File: src/rtl/mips_ifu.sv
// Instruction fetch stage: PC register, next-PC selection and the IF/ID register.
// Define MIPS_DELAY_SLOT_EN for delay-slot semantics; otherwise a redirect flushes IF/ID.
module mips_ifu #(
  parameter logic [31:0] RESET_PC  = 32'h0000_3000,
  parameter logic [31:0] NOP_INSTR = 32'h0000_0000
) (
  input  logic        clk,
  input  logic        reset,
  output logic [31:0] imem_addr,
  input  logic [31:0] imem_rdata,
  input  logic        stall,
  input  logic [1:0]  npc_sel,
  input  logic        br_taken,
  input  logic [31:0] jr_addr,
  output logic [31:0] id_instr,
  output logic [31:0] id_pc4,
  output logic        id_valid,
  output logic        misalign
);

  typedef enum logic [1:0] {
    NPC_SEQ = 2'b00,
    NPC_BR  = 2'b01,
    NPC_J   = 2'b10,
    NPC_JR  = 2'b11
  } npc_e;

  logic [31:0] pc_q;
  logic [31:0] pc4;
  logic [31:0] br_target;
  logic [31:0] j_target;
  logic [31:0] jr_target;
  logic [31:0] target;
  logic        redirect;
  logic        jr_misalign;
  npc_e        sel;

  assign imem_addr = pc_q;

  always_comb begin
    sel         = npc_e'(npc_sel);
    pc4         = pc_q + 32'd4;
    br_target   = id_pc4 + {{14{id_instr[15]}}, id_instr[15:0], 2'b00};
    j_target    = {id_pc4[31:28], id_instr[25:0], 2'b00};
    jr_target   = {jr_addr[31:2], 2'b00};
    redirect    = 1'b0;
    target      = pc4;
    jr_misalign = 1'b0;
    // Redirects are decided only by a valid instruction sitting in ID.
    if (id_valid) begin
      unique case (sel)
        NPC_SEQ: redirect = 1'b0;
        NPC_BR: begin
          redirect = br_taken;
          target   = br_target;
        end
        NPC_J: begin
          redirect = 1'b1;
          target   = j_target;
        end
        NPC_JR: begin
          redirect    = 1'b1;
          target      = jr_target;
          jr_misalign = (jr_addr[1:0] != 2'b00);
        end
        default: redirect = 1'b0;
      endcase
    end
    if (!redirect) target = pc4;
  end

  always_ff @(posedge clk or posedge reset) begin
    if (reset) begin
      pc_q     <= RESET_PC;
      id_instr <= NOP_INSTR;
      id_pc4   <= RESET_PC;
      id_valid <= 1'b0;
      misalign <= 1'b0;
    end else if (!stall) begin
      pc_q   <= target;
      id_pc4 <= pc4;
`ifdef MIPS_DELAY_SLOT_EN
      id_instr <= imem_rdata;
      id_valid <= 1'b1;
`else
      if (redirect) begin
        id_instr <= NOP_INSTR;
        id_valid <= 1'b0;
      end else begin
        id_instr <= imem_rdata;
        id_valid <= 1'b1;
      end
`endif
      if (jr_misalign) misalign <= 1'b1;
    end
  end

endmodule

File: config.mk
export PLATFORM = sky130hd
export DESIGN_NAME = mips_ifu
export DESIGN_NICKNAME = d
export VERILOG_FILES = /design/src/rtl/mips_ifu.sv
export SDC_FILE = /design/constraint.sdc
export NUM_CORES = 1
export LEC_CHECK = 0
export CAP_MARGIN = 20
export CORE_ASPECT_RATIO = 0.7
export CORE_UTILIZATION = 45
export DETAILED_ROUTE_END_ITERATION = 10
export PLACE_DENSITY = 0.74
export SLEW_MARGIN = 25
export SYNTH_ARGS = -nofsm -noshare
export SYNTH_HDL_FRONTEND = slang
export SYNTH_SLANG_ARGS = --single-unit
File: constraint.sdc
create_clock -name clk -period 4 [get_ports clk]
set_clock_uncertainty 0.2 [all_clocks]
set_input_delay 0.6 -clock clk [delete_from_list [all_inputs] [get_ports clk]]
set_output_delay 0.6 -clock clk [all_outputs]
set_load 0.05 [all_outputs]
[Yosys cells after proc, flatten, opt, wreduce, memory -nomap -nowiden]
Index checks and enable logic that the tools add are counted.
Storage, ports and cells
  register bits: 98
  output and inout bits: 98
  word-level logic and storage cells: 24
Cells by class
  add/sub/neg operators: 2
  equal/unequal tests: 3
  mux-type cells: 9
  bitwise gates (word level): 1
  reduce and logical (&&, ||, !) cells: 4
Operators with widths (number)
  32-bit 2-to-1 mux: 3
  32-bit one-hot mux with 3 select lines: 1
  32-bit by 3-bit adder with 32-bit output (second input constant): 1
  32-bit adder: 1
  2-bit == test (second input constant): 2
  1-bit 2-to-1 mux: 4
  1-bit one-hot mux with 3 select lines: 1
  2-bit by 1-bit == test with 1-bit output (second input constant): 1
  2-bit logical NOT: 1
  2-bit AND reduction: 1
  2-bit nonzero test: 1
  2-bit OR reduction: 1
  1-bit NOT: 1

[Logic depth before layout (Yosys ltp)]
  word-level depth: 5
  mapped depth: 13
  mapped depth without buffers: 12

[Worst setup path after synthesis]
No wires, ideal clock.
  path type: reg2reg
  start: register id_instr[15]
  end: register pc_q[28] (netlist: imem_addr[28])
  setup time: 65 ps
  arrival time: 2942 ps
  data required time: 3735 ps
  setup slack: 793 ps
  stages on the path, launching flop included: 12
  path buffers: 1
  clock period less this slack: 3207 ps
  cells stage by stage: dfrtp_1 > ha_1 > clkbuf_1 > a21o_1 > a21o_1 > a21o_1 > a21oi_1 > nor2_1 > a311o_1 > a31oi_1 > mux2_2 > nand2_1
Between the ends
  word-level cells in the longest chain between the ends: 4
RTL lines
  from (decl): line 15  | output logic [31:0] id_instr,
  from (signal assigned): line 90  | id_instr <= imem_rdata;
  32-bit adder: line 43  | br_target = id_pc4 + {{14{id_instr[15]}}, id_instr[15:0], 2'b00};
  32-bit one-hot mux with 3 select lines: line 51  | unique case (sel)
  32-bit 2-to-1 mux: line 50  | if (id_valid) begin
  32-bit 2-to-1 mux: line 69  | if (!redirect) target = pc4;
  to (signal assigned): line 80  | pc_q <= target;
  to (decl): line 28  | logic [31:0] pc_q;
No other way between the ends.
A chain may end at the register's enable or synchronous reset.

[Final worst setup path]
  start: register id_instr[0]
  end: register pc_q[28] (netlist: imem_addr[28])
The elaborated chain is that of the path after synthesis.

==> results by group <==
Status
  • Outcome: complete, no violations

Synth
  • Synth Cell Area: 6764 um^2
  • Synth Net Count: 922
  • Cell taking the most area after synthesis: dfrtp_1
  • EDFF count, synth: 0
  • Predominant post-synthesis flop cell: dfrtp_1
  • Avg Inst Size Synth: 8.239 um^2
  • Cells after Synth: 821
  • Async set-reset flop share out of synthesis: 1.000
  • Post-synthesis cell type count: 62
  • Yosys warnings: 0
  • Yosys reg bits: 98
  • Top post-synthesis cells by area: dfrtp_1 (35%), o21ai_0 (7.8%), nand2_1 (7.4%), ha_1 (5.5%), xnor2_1 (3.9%)
  • Synth top area share: 0.3478
  • Sequential cell area fraction in the yosys report: 0.3633

Worst setup path
  • Critical Path Most Common Cell: o21ai_0
  • CP max stage cell: o21ai_0
  • Reg-to-reg setup timing slack: 0.75 ns
  • Critical path peak fanout: 4
  • Critical Path, Cell by Cell: ha_1, inv_1, fa_1, nor2b_1, o2111ai_1, a21oi_1, o21a_1, o21ai_0, o21ai_0, a31oi_1, mux2_2, nand2_1
  • Setup CP Type: reg2reg
  • Arrival @ worst endpoint: 3.34 ns
  • Required @ worst endpoint: 4.09 ns
  • CP startpoint kind: flop
  • Setup crit end kind: flop
  • Worst path max stage delay: 0.41 ns

Final layout
  • Area Overhead vs Synth: 32.13%
  • Number of fill cells: 1300
  • Antenna cells: 0
  • Area taken by multi-input logic gates: 3988 um^2
  • Share of layout cells above drive strength 1: 0.06348
  • Register Area: 2457 um^2
  • NumNets Final: 1057
  • Final instance area: 8937 um^2

Clock tree
  • CTS tree: yes
  • TritonCTS Sinks: 98
  • CTS H-Tree Depth: 3
  • Total CTS buffers: 9
  • Clock Latency Late Sink: 0.35 ns
  • Clock slew at reported path FFs: 0.07 ns
  • Clock buffer depth: 2
  • # hold bufs at CTS: 0
  • Root Buffer: clkbuf_16
  • Setup Buffers After CTS: 0
  • Quantity of gates resized following cts: 0

Power and ir drop
  • Worst VDD drop: 0.4174 mV
  • Clock power share: 0.197
  • P per Cell Area: 604.0 nW/um^2
  • Internal power: 2.926 mW
  • Logic gate share of total power: 0.512
  • NetSw: 2.472 mW
  • Net Sw Frac: 0.4580
  • Flop pwr share: 0.290
  • Pleak: 3.794 nW

Hold path
  • Min-Delay Path Class: reg2reg

Placed design
  • Port Buf Inserts: 167
  • Placed cell area: 8577 um^2
  • Detail Placement HPWL: 15.72 mm
  • Routability cong.: 0.9938

Routing
  • DRC viols: 0
  • Vias per std cell: 5.814
  • Post-route ant nets: 0
  • Drt initial violations: 634
  • DR WL/cell: 18.87 um
  • Via Count: 6721
  • Drt pass-1 iters: 5
  • Final WL: 21.82 mm

Floorplanning
  • # rows: 37
  • Die W: 148.5 um
  • Die area: 15530 um^2
  • Ports: 168
  • Core area: 14680 um^2
  • Die height: 104.6 um
  • Initial core utilization: 0.4609

STA
  • Hold Fails Final Rpt: 0
  • Max_slew headroom: 0.4696
  • Final period util: 0.8124
  • RSZ-0062 raised after global routing: no
  • Final Setup Violations: 0
  • Max Clock Freq: 307.7 MHz
  • Min Hold Slack: 0.2697 ns
  • Slew Limit Fails: 0
  • Tmin final: 3.249 ns
  • Setup_tns: 0 ns
  • Worst slew pin tran: 0.7927 ns

Global routing
  • Vias in the first global route: 6356
  • Total Routing Usage GR: 0.2921
  • Remaining Overflow, GRT: 0
  • Initial antenna violation count: 0
  • First-pass GRT wire length: 35.22 mm
  • Largest net degree at the start of global routing: 115

Job
  • Max Cap Violations: 0
[layer usage]
| metal | global-route usage | vias to the layer above | routed length [um] |
|---|---|---|---|
| li1 | - | 3202 | - |
| met1 | 0.4459 | 3187 | 10250 |
| met2 | 0.4025 | 312 | 9095 |
| met3 | 0.07380 | 20 | 2234 |
| met4 | 0.07511 | 0 | 238 |
| met5 | 0 | - | 0 |
[state kept, by name, summed over array words and instances (netlist names)]
name	cells
id_valid	1
imem_addr	32
id_instr	32
id_pc4	32
misalign	1
[kinds of logic after synthesis]
family | share of synthesized area
multiplexers | 0.04477
XOR/XNOR | 0.06604
AO/OA/AOI/OAI | 0.2366
AND/OR/NAND/NOR | 0.1833
flip-flops | 0.3633
adder cells (fa/ha/maj) | 0.05845
buffers and inverters | 0.04754
[cell usage after synthesis, types with 2 or more instances]
| cell | n |
|---|---|
| a211oi_1 | 4 |
| a21boi_0 | 2 |
| a21o_1 | 18 |
| a21oi_1 | 51 |
| a221o_1 | 4 |
| a221oi_1 | 15 |
| a311o_1 | 2 |
| a311oi_1 | 4 |
| a31oi_1 | 15 |
| and2_1 | 4 |
| and3_1 | 12 |
| and4_1 | 3 |
| buf_1 | 4 |
| buf_2 | 2 |
| buf_4 | 4 |
| clkbuf_1 | 47 |
| dfrtp_1 | 94 |
| dfstp_2 | 4 |
| ha_1 | 30 |
| inv_1 | 20 |
| mux2_2 | 18 |
| mux2i_1 | 10 |
| nand2_1 | 133 |
| nand2b_1 | 4 |
| nand3_1 | 25 |
| nand4_1 | 8 |
| nor2_1 | 60 |
| nor2b_1 | 9 |
| nor3_1 | 5 |
| nor3b_1 | 2 |
| o211ai_1 | 3 |
| o21a_1 | 6 |
| o21ai_0 | 105 |
| o221ai_1 | 2 |
| o22a_1 | 7 |
| o22ai_1 | 8 |
| o311ai_0 | 2 |
| o31ai_1 | 2 |
| xnor2_1 | 30 |
| xor2_1 | 21 |
[placed cells by master (no fill, tap or decap), types with 18 or more instances in the layout]
| cell | instances |
|---|---|
| a21o_1 | 18 |
| a21oi_1 | 51 |
| clkdlybuf4s50_1 | 166 |
| dfrtp_1 | 94 |
| ha_1 | 30 |
| inv_1 | 19 |
| mux2_2 | 18 |
| nand2_1 | 132 |
| nand3_1 | 25 |
| nor2_1 | 60 |
| o21ai_0 | 105 |
| xnor2_1 | 30 |
| xor2_1 | 21 |
[layout make-up]
class	instances	area share
clock buffers	11	0.02604
clock inverters	5	0.01428
inverters	21	0.009100
multi-input cells	644	0.4462
flip-flops and latches	98	0.2750
well taps	195	0.02730
repair buffers	182	0.2022
[power groups by stage]
stage	Clock, mW	Combinational [mW]	Sequential (mW)
6_report	1.06	2.77	1.57
5_1_grt	1.13	2.97	1.61
4_1_cts	1.08	2.75	1.56
3_5_place_dp	0	2.73	1.58
3_3_place_gp	0	2.72	1.57
2_1_floorplan	0	1.13	2.26
[worst paths after layout]
path	endpoint	start	depth (start not counted)
worst max-delay path	imem_addr[28]$_DFFE_PP0N_	id_instr[0]$_DFFE_PP0N_	12
worst max register to register	imem_addr[28]$_DFFE_PP0N_	id_instr[0]$_DFFE_PP0N_	12
worst min-delay path	misalign$_DFFE_PP0P_	misalign$_DFFE_PP0P_	2
max in group asynchronous	imem_addr[20]$_DFFE_PP0N_	reset	3
worst min register to register	misalign$_DFFE_PP0P_	misalign$_DFFE_PP0P_	2
min in group asynchronous	id_instr[27]$_DFFE_PP0N_	reset	2
[worst max-delay path: cells and delay by family, from the launching register on]
| kind | cells | cell delay, ns |
|---|---|---|
| compound gates | 6 | 1.34 |
| fa+ha+maj | 2 | 0.61 |
| flops | 1 | 0.40 |
| mux | 1 | 0.31 |
| simple gates | 2 | 0.27 |
| buf+inv | 1 | 0.06 |
[stage by stage]
stage | total power [mW] | cells | worst slack, ns | utilization
3_3_place_gp | 4.288 | 1140 | 0.8962 | 0.5844
2_1_floorplan | 3.393 | 821 | 0.6445 | -
3_5_place_dp | 4.309 | 1140 | 0.8603 | 0.5844
5_1_grt | 5.702 | 1156 | 0.4514 | 0.6090
6_report | 5.398 | 1156 | 0.7505 | 0.6090
4_1_cts | 5.396 | 1156 | 0.8185 | 0.6090
Power figures use the tool's default switching activity.
